### config.mk
export PLATFORM = sky130hd
export DESIGN_NAME = trace_packer
export DESIGN_NICKNAME = d
export VERILOG_FILES = /design/src/rtl/trace_packer_pkg.sv /design/src/rtl/trace_out_reg.sv /design/src/rtl/trace_packer.sv
export SDC_FILE = /design/constraint.sdc
export NUM_CORES = 1
export LEC_CHECK = 0
export BUFFER_PORTS_ARGS = -buffer_cell sky130_fd_sc_hd__buf_2
export CAP_MARGIN = 20
export CELL_PAD_IN_SITES_DETAIL_PLACEMENT = 2
export CELL_PAD_IN_SITES_GLOBAL_PLACEMENT = 2
export CORE_ASPECT_RATIO = 1.5
export CORE_MARGIN = 2
export CORE_UTILIZATION = 35
export DETAILED_ROUTE_END_ITERATION = 10
export GPL_TIMING_DRIVEN = 1
export HOLD_SLACK_MARGIN = 0.02
export PLACE_DENSITY = 0.82
export RECOVER_POWER = 50
export SETUP_SLACK_MARGIN = 0.5
export SYNTH_ARGS = -nofsm -noshare
export SYNTH_HDL_FRONTEND = slang
export SYNTH_HIERARCHICAL = 1
export SYNTH_SLANG_ARGS = --single-unit
### constraint.sdc
create_clock -name CLK_I -period 5.45 [get_ports CLK_I]
set_clock_uncertainty 0.1 [all_clocks]
set_input_delay 0.2725 -clock CLK_I [delete_from_list [all_inputs] [get_ports CLK_I]]
set_output_delay 0.2725 -clock CLK_I [all_outputs]
set_load 0.01 [all_outputs]
### src/rtl/trace_packer_pkg.sv
// Shared types and default widths for the trace packer and its output register.
package DTB_PKG;

  localparam int DEF_WORD_WIDTH  = 64;
  localparam int DEF_MAX_TRACES  = 32;
  localparam int DEF_DELAY_WIDTH = 16;
  localparam int DEF_DECIM_WIDTH = 8;

  // Configuration fields are sized for the largest supported parameter values.
  localparam int CFG_NTRACE_W = 8;
  localparam int CFG_COUNT_W  = 32;

  typedef enum logic [1:0] {
    ST_IDLE,
    ST_ARMED,
    ST_POST,
    ST_DONE
  } packer_state_t;

  typedef struct packed {
    logic                    mode;
    logic [CFG_NTRACE_W-1:0] ntrace;
    logic [CFG_COUNT_W-1:0]  delay;
    logic [CFG_COUNT_W-1:0]  decim;
  } packer_cfg_t;

  function automatic logic [CFG_NTRACE_W-1:0] clamp_ntrace(input logic [CFG_NTRACE_W-1:0] k,
                                                           input int kmax);
    if (int'(k) > kmax) return CFG_NTRACE_W'(kmax);
    return k;
  endfunction

endpackage

### src/rtl/trace_out_reg.sv
// One-deep valid/permit output register; a word offered while it is full and not
// being drained is dropped and reported on drop.
module trace_out_reg #(
  parameter int W = 8
) (
  input  logic         clk,
  input  logic         rst,
  input  logic         load,
  input  logic [W-1:0] load_data,
  input  logic         perm,
  output logic         valid,
  output logic [W-1:0] data,
  output logic         drop
);

  assign drop = load & valid & ~perm;

  always_ff @(posedge clk) begin
    if (rst) begin
      valid <= 1'b0;
      data  <= '0;
    end else if (load && (!valid || perm)) begin
      valid <= 1'b1;
      data  <= load_data;
    end else if (valid && perm) begin
      valid <= 1'b0;
    end
  end

endmodule

### src/rtl/trace_packer.sv
// Trace capture and packing unit: decimated samples of 2^k bits are packed LSB-first
// into words, the trigger word is tagged, and capture stops DELAY words later.
module trace_packer
  import DTB_PKG::*;
#(
  parameter int WORD_WIDTH  = DEF_WORD_WIDTH,
  parameter int MAX_TRACES  = DEF_MAX_TRACES,
  parameter int DELAY_WIDTH = DEF_DELAY_WIDTH,
  parameter int DECIM_WIDTH = DEF_DECIM_WIDTH
) (
  input  logic                            CLK_I,
  input  logic                            RST_I,
  input  logic                            ARM_I,
  input  logic                            MODE_I,
  input  logic [$clog2(MAX_TRACES):0]     NTRACE_I,
  input  logic [DELAY_WIDTH-1:0]          DELAY_I,
  input  logic [DECIM_WIDTH-1:0]          DECIM_I,
  input  logic                            SAMPLE_EN_I,
  input  logic                            TRIG_I,
  input  logic [MAX_TRACES-1:0]           TRACE_I,
  output logic [WORD_WIDTH-1:0]           DATA_O,
  output logic                            STORE_O,
  input  logic                            STORE_PERM_I,
  output logic                            TRG_EVENT_O,
  output logic [$clog2(WORD_WIDTH)-1:0]   EVENT_POS_O,
  output logic                            TRIG_O,
  output logic                            BUSY_O,
  output logic                            OVERFLOW_O
);

  localparam int KMAX = $clog2(MAX_TRACES);
  localparam int IW   = $clog2(WORD_WIDTH);
  localparam int PW   = WORD_WIDTH + IW + 1;

  packer_state_t state, state_nxt;
  packer_cfg_t   cfg;

  logic [IW-1:0]          idx, trig_pos, bit_pos, last_idx, pos_nxt;
  logic [DECIM_WIDTH-1:0] dec_cnt;
  logic [DELAY_WIDTH-1:0] post_cnt;
  logic [WORD_WIDTH-1:0]  word_buf, word_nxt, sample_mask;
  logic [IW:0]            sample_w;
  logic                   trig_pend, trig_in_word, trig_q, ovf_q;
  logic                   arm, capturing, accept, last, word_done, trig_hit, word_trig, final_word;
  logic                   out_valid, out_trg, drop;
  logic [PW-1:0]          out_payload;

  assign capturing = (state == ST_ARMED) || (state == ST_POST);
  assign arm       = ARM_I && ((state == ST_IDLE) || (state == ST_DONE));
  assign accept    = capturing && SAMPLE_EN_I && (CFG_COUNT_W'(dec_cnt) == cfg.decim);

  assign last_idx  = IW'((WORD_WIDTH >> cfg.ntrace) - 1);
  assign last      = (idx == last_idx);
  assign word_done = accept && last;
  assign trig_hit  = accept && (state == ST_ARMED) && (trig_pend || TRIG_I);
  assign word_trig = trig_in_word || trig_hit;

  // Merge the new sample into its slot; the mask wraps to all ones when w == WORD_WIDTH.
  assign bit_pos     = idx << cfg.ntrace;
  assign sample_w    = {{IW{1'b0}}, 1'b1} << cfg.ntrace;
  assign sample_mask = ~({WORD_WIDTH{1'b1}} << sample_w);
  assign word_nxt    = (word_buf & ~(sample_mask << bit_pos)) |
                       ((WORD_WIDTH'(TRACE_I) & sample_mask) << bit_pos);
  assign pos_nxt     = trig_hit ? bit_pos : trig_pos;

  assign final_word = !cfg.mode && word_done &&
                      (word_trig ? (cfg.delay == '0)
                                 : ((state == ST_POST) &&
                                    ((CFG_COUNT_W'(post_cnt) + CFG_COUNT_W'(1)) == cfg.delay)));

  always_comb begin
    state_nxt = state;
    case (state)
      ST_IDLE, ST_DONE: if (ARM_I) state_nxt = ST_ARMED;
      ST_ARMED: begin
        if (final_word)    state_nxt = ST_DONE;
        else if (trig_hit) state_nxt = ST_POST;
      end
      ST_POST: if (final_word) state_nxt = ST_DONE;
      default: state_nxt = ST_IDLE;
    endcase
  end

  always_ff @(posedge CLK_I) begin
    if (RST_I) begin
      state <= ST_IDLE;
    end else begin
      state <= state_nxt;
    end
  end

  always_ff @(posedge CLK_I) begin
    if (RST_I) begin
      cfg          <= '0;
      idx          <= '0;
      dec_cnt      <= '0;
      post_cnt     <= '0;
      word_buf     <= '0;
      trig_pend    <= 1'b0;
      trig_in_word <= 1'b0;
      trig_pos     <= '0;
      trig_q       <= 1'b0;
      ovf_q        <= 1'b0;
    end else if (arm) begin
      cfg.mode     <= MODE_I;
      cfg.ntrace   <= clamp_ntrace(CFG_NTRACE_W'(NTRACE_I), KMAX);
      cfg.delay    <= CFG_COUNT_W'(DELAY_I);
      cfg.decim    <= CFG_COUNT_W'(DECIM_I);
      idx          <= '0;
      dec_cnt      <= '0;
      post_cnt     <= '0;
      trig_pend    <= 1'b0;
      trig_in_word <= 1'b0;
      trig_pos     <= '0;
      trig_q       <= 1'b0;
      ovf_q        <= 1'b0;
    end else begin
      if (capturing && SAMPLE_EN_I) dec_cnt <= accept ? '0 : dec_cnt + 1'b1;
      if (accept) begin
        word_buf <= word_nxt;
        idx      <= last ? '0 : idx + 1'b1;
      end
      trig_pend <= (state == ST_ARMED) && (trig_pend || TRIG_I) && !accept;
      if (word_done) begin
        trig_in_word <= 1'b0;
      end else if (trig_hit) begin
        trig_in_word <= 1'b1;
        trig_pos     <= bit_pos;
      end
      // Dropped words still advance the post-trigger count.
      if (word_done && word_trig)               post_cnt <= '0;
      else if (word_done && state == ST_POST)   post_cnt <= post_cnt + 1'b1;
      if ((out_valid && STORE_PERM_I && out_trg) || (drop && word_trig)) trig_q <= 1'b1;
      if (drop) ovf_q <= 1'b1;
    end
  end

  trace_out_reg #(.W(PW)) u_out_reg (
    .clk      (CLK_I),
    .rst      (RST_I),
    .load     (word_done),
    .load_data({word_trig, pos_nxt, word_nxt}),
    .perm     (STORE_PERM_I),
    .valid    (out_valid),
    .data     (out_payload),
    .drop     (drop)
  );

  assign out_trg     = out_payload[PW-1];
  assign DATA_O      = out_payload[WORD_WIDTH-1:0];
  assign EVENT_POS_O = out_payload[WORD_WIDTH +: IW];
  assign STORE_O     = out_valid;
  assign TRG_EVENT_O = out_valid && out_trg;
  assign TRIG_O      = trig_q;
  assign BUSY_O      = capturing;
  assign OVERFLOW_O  = ovf_q;

endmodule

==> results.md <==
* Number of enable flip-flop cells after synthesis at 0
* Routed vias at 12700
* Setup TNS at 0 ps
* H-tree depth at 1
* # IOs at 144
* Seq/Total Area, Yosys at 0.341
* CTS sink count at 209
* N_diodes at 0
* Detailed Place HPWL at 38500 um
* Worst VDD drop at 0.225 mV
* Routed vias/inst at 5.87
* RSZ-0062 raised after global routing: no
* Layout Utilization at 0.413
* Clock transition at the registers of the reported paths at 60 ps
* DIE WIDTH at 157 um
* Global placement routability congestion at 0.955
* Crit path DAT at 5190 ps
* Pin count of the biggest net entering global routing at 82
* Number of CTS-inserted buffers at 24
* Final min period at 4830 ps
* Per-cell routed wire length at 25.3 um
* Worst slew pin tran at 1600 ps
* Core ar. at 0.0348 mm2
* Critical path class: reg2reg
* Die area at 0.0366 mm2
* Worst skew pair latency at 560 ps
* Detailed Route Iter0 Violations at 688
* Input/output buffers at 143
* Clock Tree Root: clkbuf_16
* CTS tree: built
* DRT Wirelength at 54600 um
* Ys async rst share at 0
* CP Capture Type: register
* Mean Syn Cell Area at 7.93 um2
* Final Cycle Share at 0.887
* Fmax at 207 MHz
* Layout fillers at 4003
* Antenna viol nets, final at 0
* Hold crit path type: in2reg
* Footprint of the multi-input gates at 0.00742 mm2
* First-pass GRT wire length at 82300 um
* GR Overflow Total at 0
* Post-synthesis cell area at 0.0123 mm2
* Die Ht at 233 um
* PD cells at 342 mW/mm2
* Seq cells post-synth at 209
* Hold slack at 31.3 ps
* Critical Path Source Type: register
* Vias in the first global route at 13700
* Max clock buf depth at 3
* Drt pass-1 iters at 5
* Gr usage total at 0.296
* DR DRC count at 0
* Leak pwr at 0.00497 uW
* Register Area at 0.00418 mm2
* Tot Pwr at 4910 uW
* Design Area, Final at 0.0144 mm2
* FP Rows at 84
* Slew Viols, Final at 70
* Layout cells sized above 1 at 0.116
* Max-Cap Viols at 2
* Library cells used by synthesis at 92
* Post-DP Area at 0.0132 mm2
* Initial Util at 0.353
* Gate Count Post-Synth at 1549
* CP required at 5810 ps
* Final hold violations at 0
* Setup bufs post-CTS at 0
* Mapped Nets at 1625
* CP Max Fanout at 20
* Initial antenna violation count at 0
* Final setup viols at 0
* Synthesis-to-finish area growth at 16.9%
* Failing checks: capacitance limit, slew limit
* Status: finished, violations left
* Top FF cell, synth: dfxtp_1
* Synth warn at 6
* Relative slew margins at -0.0656
* Final net count at 1742
## power by group
part,switching (uW),total [uW],internal [uW]
Combinational,911,1280,371
Clock,733,1920,1190
Sequential,99.6,1710,1610
Total,1740,4910,3170
## through the flow
step,setup slack (ps),std cells
final,617,2157
after detailed placement,767,2081
after global routing,363,2157
after global placement,972,2081
after floorplan,1380,1549
after CTS,688,2156
## logic make-up after synthesis
| logic type | Yosys count | synth area share |
|---|---|---|
| AO/OA/AOI/OAI | 418 | 0.218 |
| XOR/XNOR | 58 | 0.0414 |
| adder cells (fa/ha/maj) | 7 | 0.00713 |
| buffers and inverters | 127 | 0.0552 |
| flip-flops | 209 | 0.341 |
| multiplexers | 90 | 0.0736 |
| AND/OR/NAND/NOR | 640 | 0.264 |
## final timing paths
| check | startpoint | to | slack (ps) | cells after the start |
|---|---|---|---|---|
| max | cfg[66]$_SDFFE_PP0P_ | u_out_reg/data[7]$_SDFFE_PP0P_ | 620 | 12 |
| min | RST_I | word_buf[10]$_SDFFE_PP0P_ | 30 | 2 |
| max reg2reg | cfg[66]$_SDFFE_PP0P_ | u_out_reg/data[7]$_SDFFE_PP0P_ | 620 | 12 |
| min reg2reg | trig_pos[2]$_SDFFE_PP0N_ | trig_pos[2]$_SDFFE_PP0N_ | 370 | 2 |
## cell type report
| cell class | instances | area share |
|---|---|---|
| Multi-Input combinational cell | 1213 | 0.517 |
| Clock buffer | 30 | 0.0455 |
| Sequential cell | 209 | 0.291 |
| Tap cell | 473 | 0.0412 |
| Clock inverter | 14 | 0.0188 |
| Inverter | 13 | 0.00340 |
| Timing Repair Buffer | 205 | 0.0829 |
## timing repair
item,4_1_cts,5_1_grt
hold buffers,31,0
hold endpoints to repair,32,0
endpoints found under the setup margin,0,11
gates resized for setup,0,1
## sequential cells by signal, indices dropped and copies added (netlist names)
signal and count:
u_out_reg/valid 1, word_buf 64, state 2, OVERFLOW_O 1, idx 6, cfg 31, trig_pend 1, post_cnt 16
TRIG_O 1, u_out_reg/data 71, trig_pos 6, dec_cnt 8, trig_in_word 1
## cell usage after synthesis (all sizes together) (11+ instances only)
library cell    n  area (um2)
a21oi         125         633
a22o           12         106
a22oi          18         135
a31oi          19         119
a32oi          11        96.3
and3           16         100
buf            35         322
clkbuf         79         308
dfxtp         209        4180
inv            13        48.8
mux2i          88         881
nand2         222         833
nand2b        150         941
nand3          45         235
nand4          11        83.8
nor2          108         433
nor3           32         201
nor4           13        87.6
o211ai         11        82.6
o21a           16         120
o21ai         120         619
or3            11        68.8
xnor2          29         254
xor2           29         254
## placed cells by master, fill, tap and decap left out, types with 25 or more instances in the layout
master / Yosys / final
nand2_1: 222 / 222
dfxtp_1: 209 / 209
nand2b_1: 149 / 149
a21oi_1: 123 / 123
o21ai_0: 109 / 112
nor2_1: 97 / 95
mux2i_1: 88 / 88
clkbuf_1: 70 / 79
buf_2: 16 / 68
nand3_1: 43 / 43
dlygate4sd3_1: 0 / 31
xor2_1: 29 / 29
xnor2_1: 29 / 29
buf_4: 4 / 26
nor3_1: 25 / 25
## critical path, cell delays in order (launching register included)
cell and delay (ps):
dfxtp_1 730, or4b_1 610, or3b_2 510, ha_1 280, xnor2_1 190, or4_4 510
nand3_2 100, nand4_4 120, or2_0 310, nor2_1 200, nor2b_4 480, buf_4 370
mux2i_1 230
## per-layer routing
metal / routed length [um] / share of wire / global-route usage
met1: 19300 / 0.35 / 0.302
met2: 28500 / 0.52 / 0.549
met3: 2310 / 0.042 / 0.0369
met4: 4450 / 0.082 / 0.214
met5: 0 / 0 / 0
(Power assumes the default switching activity.)
